`src/rtl/write_ptr_full_ctrl.sv`:
```
// -----------------------------------------------------------------------------
// write_ptr_full_ctrl
//
// Write-side pointer and status controller for an asynchronous FIFO.
// It holds the binary write pointer and its Gray copy for the clock-domain
// crossing. From the read pointer, which has already been synchronised into
// the write domain, it works out full, almost-full and free-entry status.
//
// Parameters
//   ADDR_WIDTH    FIFO address bits, DEPTH = 2**ADDR_WIDTH (>= 2)
//   AFULL_THRESH  almost-full level in free entries (0..DEPTH-1)
//
// Ports
//   w_clk_in            in   write-domain clock (rising edge)
//   w_reset_n_in        in   asynchronous active-low reset
//   w_request_in        in   write request from the producer
//   r_ptr_gray_sync_in  in   Gray read pointer, synchronised to w_clk_in
//   overflow_clr_in     in   clears the sticky overflow flag
//   w_en_out            out  RAM write strobe (request & not full)
//   w_addr_out          out  binary RAM write address
//   w_ptr_gray_out      out  registered Gray write pointer
//   full_out            out  FIFO full (registered)
//   almost_full_out     out  free entries <= AFULL_THRESH (registered)
//   free_count_out      out  free entries 0..DEPTH (registered)
//   overflow_out        out  sticky write-while-full flag
//
// Configuration
//   WFIFO_OVERFLOW_STICKY_EN  defined: overflow_out is a sticky flag that
//                             overflow_clr_in clears.
//                             undefined: overflow_out is held at 0 and
//                             overflow_clr_in has no effect.
// -----------------------------------------------------------------------------
module write_ptr_full_ctrl #(
  parameter int ADDR_WIDTH   = 3,
  parameter int AFULL_THRESH = 2
) (
  input  logic                  w_clk_in,
  input  logic                  w_reset_n_in,
  input  logic                  w_request_in,
  input  logic [ADDR_WIDTH:0]   r_ptr_gray_sync_in,
  input  logic                  overflow_clr_in,
  output logic                  w_en_out,
  output logic [ADDR_WIDTH-1:0] w_addr_out,
  output logic [ADDR_WIDTH:0]   w_ptr_gray_out,
  output logic                  full_out,
  output logic                  almost_full_out,
  output logic [ADDR_WIDTH:0]   free_count_out,
  output logic                  overflow_out
);

  // DEPTH expressed in pointer width: a single one in the MSB position.
  localparam logic [ADDR_WIDTH:0] DEPTH_C   = {1'b1, {ADDR_WIDTH{1'b0}}};
  localparam logic [ADDR_WIDTH:0] AFULL_C   = AFULL_THRESH[ADDR_WIDTH:0];
  localparam logic [ADDR_WIDTH:0] PTR_ONE_C = {{ADDR_WIDTH{1'b0}}, 1'b1};

  // ---------------------------------------------------------------------------
  // Gray code helpers
  // ---------------------------------------------------------------------------
  function automatic logic [ADDR_WIDTH:0] bin2gray(input logic [ADDR_WIDTH:0] bin);
    return bin ^ (bin >> 1);
  endfunction

  function automatic logic [ADDR_WIDTH:0] gray2bin(input logic [ADDR_WIDTH:0] gray);
    logic [ADDR_WIDTH:0] bin;
    bin[ADDR_WIDTH] = gray[ADDR_WIDTH];
    for (int i = ADDR_WIDTH - 1; i >= 0; i--) begin
      bin[i] = bin[i + 1] ^ gray[i];
    end
    return bin;
  endfunction

  // ---------------------------------------------------------------------------
  // State
  // ---------------------------------------------------------------------------
  logic [ADDR_WIDTH:0] bin_r;
  logic [ADDR_WIDTH:0] gray_r;
  logic                full_r;
  logic                afull_r;
  logic [ADDR_WIDTH:0] free_r;
  logic                ovf_r;

  // ---------------------------------------------------------------------------
  // Next-state terms
  // ---------------------------------------------------------------------------
  logic                accept_s;
  logic [ADDR_WIDTH:0] bin_next_s;
  logic [ADDR_WIDTH:0] gray_next_s;
  logic [ADDR_WIDTH:0] r_bin_s;
  logic [ADDR_WIDTH:0] r_gray_full_s;
  logic [ADDR_WIDTH:0] used_next_s;
  logic [ADDR_WIDTH:0] free_next_s;
  logic                full_next_s;
  logic                afull_next_s;

  // Accept, next pointer, and full/free status evaluated against the read pointer
  always_comb begin
    accept_s      = 1'b0;
    bin_next_s    = bin_r;
    gray_next_s   = gray_r;
    r_bin_s       = '0;
    r_gray_full_s = '0;
    used_next_s   = '0;
    free_next_s   = DEPTH_C;
    full_next_s   = 1'b0;
    afull_next_s  = 1'b0;

    // A request seen while full_out is high is dropped. The registered flag
    // keeps rejecting for one cycle after a read frees space.
    accept_s = w_request_in & ~full_r;

    if (accept_s) begin
      bin_next_s = bin_r + PTR_ONE_C;
    end else begin
      bin_next_s = bin_r;
    end

    gray_next_s = bin2gray(bin_next_s);
    r_bin_s     = gray2bin(r_ptr_gray_sync_in);

    // Full when the write pointer is exactly one lap ahead of the read
    // pointer. In Gray code that means the two MSBs differ and the rest match.
    r_gray_full_s = {~r_ptr_gray_sync_in[ADDR_WIDTH:ADDR_WIDTH-1],
                     r_ptr_gray_sync_in[ADDR_WIDTH-2:0]};
    full_next_s   = (gray_next_s == r_gray_full_s);

    // The subtraction wraps modulo 2**(ADDR_WIDTH+1), so the count stays
    // correct when either pointer rolls over.
    used_next_s  = bin_next_s - r_bin_s;
    free_next_s  = DEPTH_C - used_next_s;
    afull_next_s = (free_next_s <= AFULL_C);
  end

  // Pointer and status registers
  always_ff @(posedge w_clk_in or negedge w_reset_n_in) begin
    if (!w_reset_n_in) begin
      bin_r   <= '0;
      gray_r  <= '0;
      full_r  <= 1'b0;
      afull_r <= 1'b0;
      free_r  <= DEPTH_C;
    end else begin
      bin_r   <= bin_next_s;
      gray_r  <= gray_next_s;
      full_r  <= full_next_s;
      afull_r <= afull_next_s;
      free_r  <= free_next_s;
    end
  end

`ifdef WFIFO_OVERFLOW_STICKY_EN
  // Sticky overflow: setting has priority over clearing
  always_ff @(posedge w_clk_in or negedge w_reset_n_in) begin
    if (!w_reset_n_in) begin
      ovf_r <= 1'b0;
    end else if (w_request_in && full_r) begin
      ovf_r <= 1'b1;
    end else if (overflow_clr_in) begin
      ovf_r <= 1'b0;
    end else begin
      ovf_r <= ovf_r;
    end
  end
`else
  // Overflow tracking disabled: flag leaves reset at 0 and can never set
  always_ff @(posedge w_clk_in or negedge w_reset_n_in) begin
    if (!w_reset_n_in) begin
      ovf_r <= 1'b0;
    end else begin
      ovf_r <= ovf_r & ~overflow_clr_in;
    end
  end
`endif

  // ---------------------------------------------------------------------------
  // Outputs
  // ---------------------------------------------------------------------------
  assign w_en_out        = accept_s;
  assign w_addr_out      = bin_r[ADDR_WIDTH-1:0];
  assign w_ptr_gray_out  = gray_r;
  assign full_out        = full_r;
  assign almost_full_out = afull_r;
  assign free_count_out  = free_r;
  assign overflow_out    = ovf_r;

endmodule
```
`config.mk`:
```
export PLATFORM = sky130hd
export DESIGN_NAME = write_ptr_full_ctrl
export DESIGN_NICKNAME = d
export VERILOG_FILES = /design/src/rtl/write_ptr_full_ctrl.sv
export SDC_FILE = /design/constraint.sdc
export NUM_CORES = 1
export LEC_CHECK = 0
export ABC_AREA = 0
export CORE_MARGIN = 2
export CORE_UTILIZATION = 30
export DETAILED_ROUTE_END_ITERATION = 10
export PLACE_DENSITY = 0.66
export REMOVE_ABC_BUFFERS = 1
export SLEW_MARGIN = 5
export SYNTH_ARGS = -nofsm -noshare
export SYNTH_HDL_FRONTEND = slang
export SYNTH_SLANG_ARGS = --single-unit
```
`constraint.sdc`:
```
create_clock -name w_clk_in -period 5.8 [get_ports w_clk_in]
set_input_delay 1.16 -clock w_clk_in [delete_from_list [all_inputs] [get_ports w_clk_in]]
set_output_delay 1.16 -clock w_clk_in [all_outputs]
set_load 0.01 [all_outputs]
```
==> impl_results.md, run 1 <==
- Status: completed
- Final RePlAce weighted congestion: 0.771
- Share of flip-flops with an asynchronous set or reset after synthesis: 100%
- Delay of the slowest cell on the worst path: 0.56 ns
- Predominant post-synthesis flop cell: sky130_fd_sc_hd__dfrtp_1
- Initial antenna violation count: 0
- Nature of the critical path startpoint: primary input
- Leading cell type by number of instances after synthesis: sky130_fd_sc_hd__dfrtp_1
- Setup TNS after final layout: 0 ns
- Worst-Skew Late Latency: 0.28 ns
- Number of enable flip-flop cells after synthesis: 0
- Antenna fix cells: 0
- Number of primary I/O pins: 23
- Tightest slew margin relative to the limit: 60.1%
- Crit path max fanout: 4
- CP Data Required Time: 5.99 ns
- Buffers & Inverters on Critical Path: 2
- Hold slack final: 0.517 ns
- Slowest cell on the critical path: sky130_fd_sc_hd__clkdlybuf4s50_1
- Setup repair after global routing missed its margin: false
- Cell taking the most area after synthesis: sky130_fd_sc_hd__dfrtp_1
- Total number of yosys warnings: 0
- Gates resized, CTS repair: 0
- Top-area cell type share of the netlist area: 41.7%
- Die boundary width: between 50 and 60 um
- Number of nets in the layout: 103
- WL/cell: 11.8 um
- Kind of critical path: primary input to flip-flop
- Kind of end point of the critical path: flip-flop
- Setup clock skew after layout: 0.000763 ns
- Number of max-cap violations: 0
- Hold wc startpoint: overflow_out
- Max Clock Freq: 0.278 GHz
- Leak Pwr: 0.451 nW
- Area of the core: between 2000 and 2500 um^2
- Hold violation total from the final report: 0
- Half-perimeter wire length after placement: 1190 um
- Total of fill cells in the finished design: 255
- Final worst-path cycle share: between 60% and 70%
- Detail Route Antenna Nets: 0
- Post-synth top cells: sky130_fd_sc_hd__dfrtp_1, sky130_fd_sc_hd__xnor2_1, sky130_fd_sc_hd__inv_1, sky130_fd_sc_hd__nor2b_1, sky130_fd_sc_hd__ha_1
- Largest buffer count on any clock path: 2
- Register area: between 300 and 400 um^2
- Critical Path Most Common Cell: sky130_fd_sc_hd__xnor2_1
- Port Buffer Count: 22
- Post-synthesis sequential area ratio: 45.0%
- Startpoint of the most critical register-to-register path: bin_r[1]
- Setup crit start: r_ptr_gray_sync_in[3]
- Total global routing overflow: 0
- Number of storage elements in the synthesis netlist: 14
- Cell-by-cell trace of the critical path: clkdlybuf4s50_1 > xor2_1 > xnor2_1 > xor2_1 > ha_1 > inv_1 > ha_1 > fa_1 > xnor2_1 > xnor2_1 > xnor2_2 > a211oi_1
- Met1 capacity usage during global routing: between 10% and 20%
- Min Clock Period, post-route: roughly 3.6 ns
- Number of clock sinks: 14
- Met2 track demand over resource: 14.9%
- Total power draw: around 0.67 mW
- Largest cells by area after synthesis: sky130_fd_sc_hd__dfrtp_1, sky130_fd_sc_hd__xnor2_1, sky130_fd_sc_hd__ha_1
- Cell chosen for the clock root: sky130_fd_sc_hd__clkbuf_4
- DRC Markers: 0
- Row count: 18
- Post-Synthesis Cell Area: 781 um^2
- # Post-CTS Setup Buffers: 0
- Unique cell type count in the Yosys netlist: 28
- Arrival time reported for the critical path endpoint: 3.80 ns
- Area of the multi-input gates: 395 um^2
- Share of post-route cells with drive strength above 1: between 10% and 20%
- Gate Count Post-Synth: 64
- Category of cells accounting for the largest share of critical-path delay: XOR/XNOR gates
- Min-delay worst type: flip-flop to flip-flop
- Number of max-slew violations in the final report: 0
- Starting DRT DRC Count: 7
- Pin count of the biggest net entering global routing: 15
- Layer carrying the most global-route usage: met2
- Met3 track demand over resource: 1.61%
- Starting density of the core: 31.5%
- Total via count after detailed routing: 533
- Worst supply voltage drop on vdd: roughly 0.23 mV
- CTS tree: built
- Vert. Die Dim: 55.0 um
- Setup slack of the most critical reg-to-reg path: 3.12 ns
- Number of setup violations in the final report: 0
- Overall Global Routing Usage: 9.69%
- Inserted Clock Buffers: 3
- Via density: between 4 and 5
- Hold buffer count at CTS: 0
- Area delta synth->final: 36.2%
- Number of detailed-route iterations in the first pass: 4
- Areal power density over the cells: 629 nW/um^2
- Via count of the first global-routing pass: 460
- Die ar.: 3030 um^2
- Global-route wire length before repair: 2040 um
- Transition time at the pin with the least slew margin: approximately 0.60 ns
- Total wire length: 1400 um
- Mean post-synth cell area: around 12 um^2
- Clock edge transition at the registers on the reported setup and hold paths: ~0.080 ns
- H-Tree Depth: 1
-- sequential cells by signal, indices dropped and copies added, names as in the netlist --
signal,cells
almost_full_out,1
overflow_out,1
bin_r,4
free_count_out,4
full_out,1
w_ptr_gray_out,3
-- path summary, 6_finish.rpt --
kind	endpoint	cells after the start
worst max-delay path	almost_full_out	12
worst min-delay path	overflow_out	1
worst max register to register	almost_full_out	10
worst min register to register	overflow_out	1
max in group asynchronous	free_count_out[1]	1
min in group asynchronous	bin_r[3]	1
-- area by class of cell --
cell class / instances / share of cell area [%]
sequential: 14 / 33.1
inverter: 6 / 2.12
multi-input combinational: 43 / 37.2
tap: 30 / 3.53
timing repair buffer: 22 / 20.7
clock buffer: 4 / 3.41
-- report_power, final --
part	internal, mW	leakage, nW	switching [mW]
logic	0.223	0.262	0.196
registers	0.151	0.168	0.0286
clock network	0.0382	0.0210	0.0314
-- routing by layer --
metal	vias up	routed length (um)
li1	264	-
met1	246	657
met2	21	609
met3	2	112
met4	0	19
met5	-	0
-- cell families after synthesis --
logic type	synth area share, %
AND/OR/NAND/NOR	13.6
AO/OA/AOI/OAI	10.3
XOR/XNOR	16.5
adder cells (fa/ha/maj)	8.97
flip-flops	45.0
multiplexers	1.28
buffers and inverters	4.33
-- cell usage in the layout, fill, tap and decap left out, types with 2 or more instances in the layout --
master,count
sky130_fd_sc_hd__o21ai_1,2
sky130_fd_sc_hd__a21oi_2,2
sky130_fd_sc_hd__clkbuf_4,3
sky130_fd_sc_hd__ha_1,4
sky130_fd_sc_hd__dfrtp_1,13
sky130_fd_sc_hd__xor2_1,3
sky130_fd_sc_hd__xnor2_1,8
sky130_fd_sc_hd__clkdlybuf4s50_1,22
sky130_fd_sc_hd__xnor2_2,2
sky130_fd_sc_hd__inv_1,6
sky130_fd_sc_hd__nor2b_1,5
-- worst reg2reg max path, cell delays in order (launching register included) --
cell	delay, ns
sky130_fd_sc_hd__dfrtp_1	0.46
sky130_fd_sc_hd__ha_1	0.18
sky130_fd_sc_hd__nand3b_1	0.11
sky130_fd_sc_hd__xnor2_2	0.27
sky130_fd_sc_hd__inv_1	0.14
sky130_fd_sc_hd__ha_1	0.34
sky130_fd_sc_hd__fa_1	0.44
sky130_fd_sc_hd__xnor2_1	0.15
sky130_fd_sc_hd__xnor2_1	0.24
sky130_fd_sc_hd__xnor2_2	0.11
sky130_fd_sc_hd__a211oi_1	0.16
-- stage by stage --
| step | instances | setup slack, ns | instance area [um^2] | util (%) |
|---|---|---|---|---|
| 2_1_floorplan | 63 | 2.63 | 769 | - |
| 3_3_place_gp | 115 | 1.93 | 1030 | 41.5 |
| 3_5_place_dp | 115 | 1.87 | 1030 | 41.5 |
| 4_1_cts | 119 | 2.16 | 1060 | 42.9 |
| 5_1_grt | 119 | 1.96 | 1060 | 42.9 |
| 6_report | 119 | 2.20 | 1060 | 42.9 |
No activity file was read; power rests on OpenSTA's default activity.
==> run 2: changes to the inputs <==
- PLACE_DENSITY: 0.66 -> 0.68
- clock period: 5.8 -> 3.2 ns (I/O delays scaled with it)
==> run 2 against run 1 <==
Via count rose by 6.0%. Core utilization up 1.8 points. Cell area rose by 4.2%. Worst setup slack worse by 1.9 ns. Sequential power increased by 82%. First-iteration DRC count increased by 43%. Non-clock buffer count increased by 6. Wire length increased by 6.4%. Sequential share of layout area down 1.3 points. Largest power group unchanged. Highest routed layer unchanged.
==> impl_results.md, run 2 (synthesis gave the netlist of run 1 again) <==
- DRC Markers: 0 (unchanged)
- Final worst-path cycle share: between 90% and 100%
- Hold slack final: 0.513 ns (was 0.517 ns)
- Total power draw: 1.25 mW (was 0.669 mW)
- Detail Route Antenna Nets: 0 (unchanged)
- Overall Global Routing Usage: 10.5% (was 9.69%)
- Leak Pwr: 0.480 nW (was 0.451 nW)
- Area delta synth->final: 42.0% (was 36.2%)
- Kind of end point of the critical path: flip-flop (unchanged)
- Nature of the critical path startpoint: primary input (unchanged)
- Hold buffer count at CTS: 0 (unchanged)
- Hold violation total from the final report: 0 (unchanged)
- Inserted Clock Buffers: 3 (unchanged)
- Status: completed (unchanged)
- Transition time at the pin with the least slew margin: 0.622 ns (was 0.596 ns)
- Number of clock sinks: 14 (unchanged)
- Kind of critical path: primary input to flip-flop (unchanged)
- Worst hold path cell count: 1 (unchanged)
- Most common library cell in the layout ignoring fill and taps: sky130_fd_sc_hd__clkdlybuf4s50_1 (unchanged)
- Die ar.: 3030 um^2 (unchanged)
- CTS tree: built (unchanged)
- Final RePlAce weighted congestion: 0.747 (was 0.771)
- Setup repair after global routing missed its margin: false (unchanged)
- Number of setup violations in the final report: 0 (unchanged)
- Final Instance Area: 1110 um^2 (was 1060 um^2)
- Number of max-slew violations in the final report: 0 (unchanged)
- WL/cell: 11.9 um (was 11.8 um)
- Gates resized, CTS repair: 0 (unchanged)
- Leading cell types in the layout, fill and taps excluded: sky130_fd_sc_hd__clkdlybuf4s50_1, sky130_fd_sc_hd__dfrtp_1, sky130_fd_sc_hd__xnor2_1 (unchanged)
- Cell chosen for the clock root: sky130_fd_sc_hd__clkbuf_4 (unchanged)
- Min-delay worst type: flip-flop to flip-flop (unchanged)
- Area of the core: 2480 um^2 (unchanged)
- Worst supply voltage drop on vdd: 0.507 mV (was 0.227 mV)
- Number of nets in the layout: 109 (was 103)
- Via count of the first global-routing pass: 490 (was 460)
- Port Buffer Count: 22 (unchanged)
- CP Data Required Time: 3.38 ns (was 5.99 ns)
- Max Clock Freq: about 0.34 GHz
- Largest buffer count on any clock path: 2 (unchanged)
- Total global routing overflow: 0 (unchanged)
- Number of cell instances on the worst register-to-register path: 10 (unchanged)
- Via density: 4.52 (was 4.48)
- Row count: 18 (unchanged)
- Initial antenna violation count: 0 (unchanged)
- Final cell count without fillers: 125 (was 119)
- Final Util: 44.7% (was 42.9%)
- Cell Count Post-Placement: 121 (was 115)
- Share of post-route cells with drive strength above 1: 22.1% (was 16.9%)
- Arrival time reported for the critical path endpoint: 3.09 ns (was 3.80 ns)
- Worst-Skew Late Latency: 0.27 ns (was 0.28 ns)
- Clock edge transition at the registers on the reported setup and hold paths: 0.08 ns (about the same)
- Vert. Die Dim: 55.0 um (unchanged)
- Total wire length: 1490 um (was 1400 um)
- Pin count of the biggest net entering global routing: 15 (unchanged)
- Total via count after detailed routing: 565 (was 533)
- Number of detailed-route iterations in the first pass: 4 (unchanged)
- Min Clock Period, post-route: 2.91 ns
- Number of max-cap violations: 0 (unchanged)
- Die boundary width: 55.0 um (unchanged)
- Tightest slew margin relative to the limit: 58.4% (was 60.1%)
- Antenna fix cells: 0 (unchanged)
- Number of primary I/O pins: 23 (unchanged)
- Setup clock skew after layout: 0.00375 ns (was 0.000763 ns)
- Starting DRT DRC Count: 10 (was 7)
- # Post-CTS Setup Buffers: 0 (unchanged)
- Half-perimeter wire length after placement: 1240 um (was 1190 um)
- H-Tree Depth: 1 (unchanged)
- Global-route wire length before repair: 2240 um (was 2040 um)
- Starting density of the core: 31.5% (unchanged)
- Crit path max fanout: 2 (was 4)
- Cell area after placement: 1070 um^2 (was 1030 um^2)
- Areal power density over the cells: 1120 nW/um^2 (was 629 nW/um^2)
[run 2: cell types whose count changed in the layout (fill, tap and decap cells not counted)]
cell,previous run,this run
sky130_fd_sc_hd__buf_4,0,6
[run 2: critical path, stage by stage]
cell,delay (ns)
sky130_fd_sc_hd__clkdlybuf4s50_1,0.49
sky130_fd_sc_hd__xor2_1,0.22
sky130_fd_sc_hd__xnor2_1,0.18
sky130_fd_sc_hd__xor2_1,0.18
sky130_fd_sc_hd__ha_1,0.16
sky130_fd_sc_hd__inv_1,0.04
sky130_fd_sc_hd__ha_1,0.18
sky130_fd_sc_hd__fa_1,0.38
sky130_fd_sc_hd__xnor2_1,0.15
sky130_fd_sc_hd__xnor2_1,0.22
sky130_fd_sc_hd__xnor2_2,0.09
sky130_fd_sc_hd__a211oi_1,0.16
[run 2: area by class of cell]
type                       count  area (um^2)
clock buffer                   4         36.3
multi-input combinational     43          395
fill                         258         1370
inverter                       6         22.5
tap                           30         37.5
timing repair buffer          28          265
sequential                    14          352
[run 2: worst paths after layout]
| kind | to | slack [ns] | from |
|---|---|---|---|
| max in group asynchronous | overflow_out | 2.05 | w_reset_n_in |
| min in group asynchronous | bin_r[3] | 0.75 | w_reset_n_in |
| min reg2reg | overflow_out | 0.51 | overflow_out |
| max | almost_full_out | 0.29 | r_ptr_gray_sync_in[2] |
| max reg2reg | almost_full_out | 0.63 | bin_r[1] |
| min | overflow_out | 0.51 | overflow_out |
[run 2: routing by layer]
metal	track usage, %	vias to the layer above	wire (um)
li1	-	274	-
met3	1.61	2	81
met2	15.7	22	716
met5	0	-	0
met1	14.4	267	669
met4	6.10	0	21
[run 2: metrics by stage]
| stage | setup slack (ns) | TNS [ns] |
|---|---|---|
| 6_report | 0.292 | 0 |
| 5_1_grt | 0.0872 | 0 |
| 4_1_cts | 0.265 | 0 |
| 3_5_place_dp | -0.0271 | -0.0271 |
| 3_3_place_gp | 0.0585 | 0 |
| 2_1_floorplan | 0.545 | 0 |
[run 2: report_power, final]
part | switching [mW] | internal [mW]
Sequential | 0.0539 | 0.275
Combinational | 0.362 | 0.433
Clock | 0.0534 | 0.0691
Total | 0.469 | 0.777
==> run 3: changes to the inputs <==
- ABC_CLOCK_PERIOD_IN_PS: not set -> 3200
- REMOVE_ABC_BUFFERS: 1 -> not set
==> run 3 against run 2 <==
Via count is 2.8% lower. Cell area stayed put. Non-clock buffer count stayed put. Wire length is 6.3% lower. Cell count stayed put. Clock power hardly changed. Sequential share of layout area stayed put. First-iteration DRC count is 30% lower. Largest cell class unchanged.
==> impl_results.md, run 3 (synthesis gave the netlist of run 1 again) <==
- Final RePlAce weighted congestion: 0.736 (was 0.747)
- Setup repair after global routing missed its margin: false (unchanged)
- Leading cell types in the layout, fill and taps excluded: sky130_fd_sc_hd__clkdlybuf4s50_1, sky130_fd_sc_hd__dfrtp_1, sky130_fd_sc_hd__xnor2_1 (unchanged)
- Number of cell instances on the worst register-to-register path: 10 (unchanged)
- Cell-by-cell trace of the critical path: clkdlybuf4s50_1 > xor2_1 > xnor2_1 > xor2_1 > ha_1 > inv_1 > ha_1 > fa_1 > xnor2_1 > xnor2_1 > xnor2_2 > a211oi_1 (unchanged)
- Total global routing overflow: 0 (unchanged)
- Detail Route Antenna Nets: 0 (unchanged)
- Cell count along the critical path: 12 (unchanged)
- Antenna fix cells: 0 (unchanged)
- Number of primary I/O pins: 23 (unchanged)
- DRC Markers: 0 (unchanged)
- Gates resized, CTS repair: 0 (unchanged)
- Hold wc startpoint: overflow_out (unchanged)
- Buffers & Inverters on Critical Path: 2 (unchanged)
- Cell Count Post-Placement: 121 (unchanged)
- Setup crit start: r_ptr_gray_sync_in[3] (was r_ptr_gray_sync_in[2])
- Tightest slew margin relative to the limit: 61.0% (was 58.4%)
- Setup TNS after final layout: 0 ns (unchanged)
- Category of cells accounting for the largest share of critical-path delay: XOR/XNOR gates (unchanged)
- Met3 wire length: 94 um (was 81 um)
- Leak Pwr: 0.480 nW (unchanged)
- Hold Path End: overflow_out (unchanged)
- Slowest cell on the critical path: sky130_fd_sc_hd__clkdlybuf4s50_1 (unchanged)
- Die boundary width: 55.0 um (unchanged)
- Pin count of the biggest net entering global routing: 15 (unchanged)
- Number of nets produced by synthesis: 77
- Max Clock Freq: 0.340 GHz (was 0.344 GHz)
- CP Data Required Time: 3.39 ns (was 3.38 ns)
- Clock edge transition at the registers on the reported setup and hold paths: 0.07 ns (was 0.08 ns)
- Kind of end point of the critical path: flip-flop (unchanged)
- Number of clock sinks: 14 (unchanged)
- Worst hold path cell count: 1 (unchanged)
- Total wire length: 1390 um (was 1490 um)
- Area of the core: 2480 um^2 (unchanged)
- Status: completed (unchanged)
- Starting density of the core: 31.5% (unchanged)
- Largest buffer count on any clock path: 2 (unchanged)
- Startpoint of the most critical register-to-register path: bin_r[1] (unchanged)
- WL/cell: 11.2 um (was 11.9 um)
- Inserted Clock Buffers: 3 (unchanged)
- Final Instance Area: 1110 um^2 (unchanged)
- Setup clock skew after layout: 0.00604 ns (was 0.00375 ns)
- CTS tree: built (unchanged)
- Number of nets in the layout: 109 (unchanged)
- Global-route wire length before repair: 2250 um (was 2240 um)
- Detailed-route wire length on metal 1: 635 um (was 669 um)
- Overall Global Routing Usage: 10.8% (was 10.5%)
- Initial antenna violation count: 0 (unchanged)
- Areal power density over the cells: 1120 nW/um^2 (about the same)
- Share of post-route cells with drive strength above 1: 22.1% (unchanged)
- # Post-CTS Setup Buffers: 0 (unchanged)
- Routed wl met2: 626 um (was 716 um)
- Hold violation total from the final report: 0 (unchanged)
- Die ar.: 3030 um^2 (unchanged)
- Final worst-path cycle share: 91.8% (was 90.9%)
- Cell chosen for the clock root: sky130_fd_sc_hd__clkbuf_4 (unchanged)
- Row count: 18 (unchanged)
- Kind of critical path: primary input to flip-flop (unchanged)
- Area delta synth->final: 42.0% (unchanged)
- Number of setup violations in the final report: 0 (unchanged)
- Delay of the slowest cell on the worst path: 0.49 ns (about the same)
- Via count of the first global-routing pass: 520 (was 490)
- Number of max-cap violations: 0 (unchanged)
- Arrival time reported for the critical path endpoint: 3.13 ns (was 3.09 ns)
- Nature of the critical path startpoint: primary input (unchanged)
- Setup slack of the most critical reg-to-reg path: 0.63 ns (about the same)
- Most common library cell in the layout ignoring fill and taps: sky130_fd_sc_hd__clkdlybuf4s50_1 (unchanged)
- Final cell count without fillers: 125 (unchanged)
- Min-delay worst type: flip-flop to flip-flop (unchanged)
- Min Clock Period, post-route: 2.94 ns (was 2.91 ns)
- Transition time at the pin with the least slew margin: 0.583 ns (was 0.622 ns)
- Highest layer used for signal routing: met4 (unchanged)
- Number of detailed-route iterations in the first pass: 3 (was 4)
- Half-perimeter wire length after placement: 1160 um (was 1240 um)
- Reg-to-reg critical path endpoint: almost_full_out (unchanged)
- Starting DRT DRC Count: 7 (was 10)
- Vert. Die Dim: 55.0 um (unchanged)
- Crit path max fanout: 2 (unchanged)
- Post-place setup slack: -0.0731 ns (was -0.0271 ns)
- Via density: 4.39 (was 4.52)
- Worst-Skew Late Latency: 0.28 ns (was 0.27 ns)
- Number of max-slew violations in the final report: 0 (unchanged)
- Critical Path Most Common Cell: sky130_fd_sc_hd__xnor2_1 (unchanged)
- H-Tree Depth: 1 (unchanged)
- Total via count after detailed routing: 549 (was 565)
- Crit path setup slack, layout: 0.263 ns (was 0.292 ns)
- Worst supply voltage drop on vdd: 0.488 mV (was 0.507 mV)
- Hold buffer count at CTS: 0 (unchanged)
- Cell area after placement: 1070 um^2 (unchanged)
- Port Buffer Count: 22 (unchanged)
==> run 3: cell counts in the layout (fill, tap and decap cells not counted) <==
No cell type changed its count.
==> run 3: where the power goes <==
part | switching (mW) | leakage (nW) | internal [mW]
Clock | 0.0548 | 0.0210 | 0.0692
Combinational | 0.355 | 0.291 | 0.431
Sequential | 0.0532 | 0.168 | 0.274
==> run 3: worst max-delay path by stage <==
stage / end
after floorplan: almost_full_out
after global placement: almost_full_out
after detailed placement: almost_full_out
after CTS: almost_full_out
after global routing: almost_full_out
final: almost_full_out
==> run 3: layer usage <==
metal / vias up / global-route usage, %
li1: 273 / -
met1: 252 / 12.8
met2: 20 / 17.5
met3: 4 / 1.61
met4: 0 / 8.54
met5: - / 0
==> run 3: area by class of cell <==
type	count	area, um^2
clock buffer	4	36.3
fill	252	1370
inverter	6	22.5
multi-input combinational	43	395
sequential	14	352
tap	30	37.5
timing repair buffer	28	265
==> run 3: stage by stage <==
step	util, %	total power, mW	hold WS, ns
after floorplan	-	0.833	0.344
after global placement	43.3	1.11	0.487
after detailed placement	43.3	1.13	0.495
after CTS	44.7	1.26	0.513
after global routing	44.7	1.36	0.539
final	44.7	1.24	0.500
==> run 3: worst register-to-register path, cell delays in order, from the launching register on <==
cell and delay, ns:
sky130_fd_sc_hd__dfrtp_1 0.46, sky130_fd_sc_hd__ha_1 0.18, sky130_fd_sc_hd__nand3b_1 0.11, sky130_fd_sc_hd__xnor2_2 0.19
sky130_fd_sc_hd__inv_1 0.12, sky130_fd_sc_hd__ha_1 0.33, sky130_fd_sc_hd__fa_1 0.44, sky130_fd_sc_hd__xnor2_1 0.15
sky130_fd_sc_hd__xnor2_1 0.24, sky130_fd_sc_hd__xnor2_2 0.10, sky130_fd_sc_hd__a211oi_1 0.17
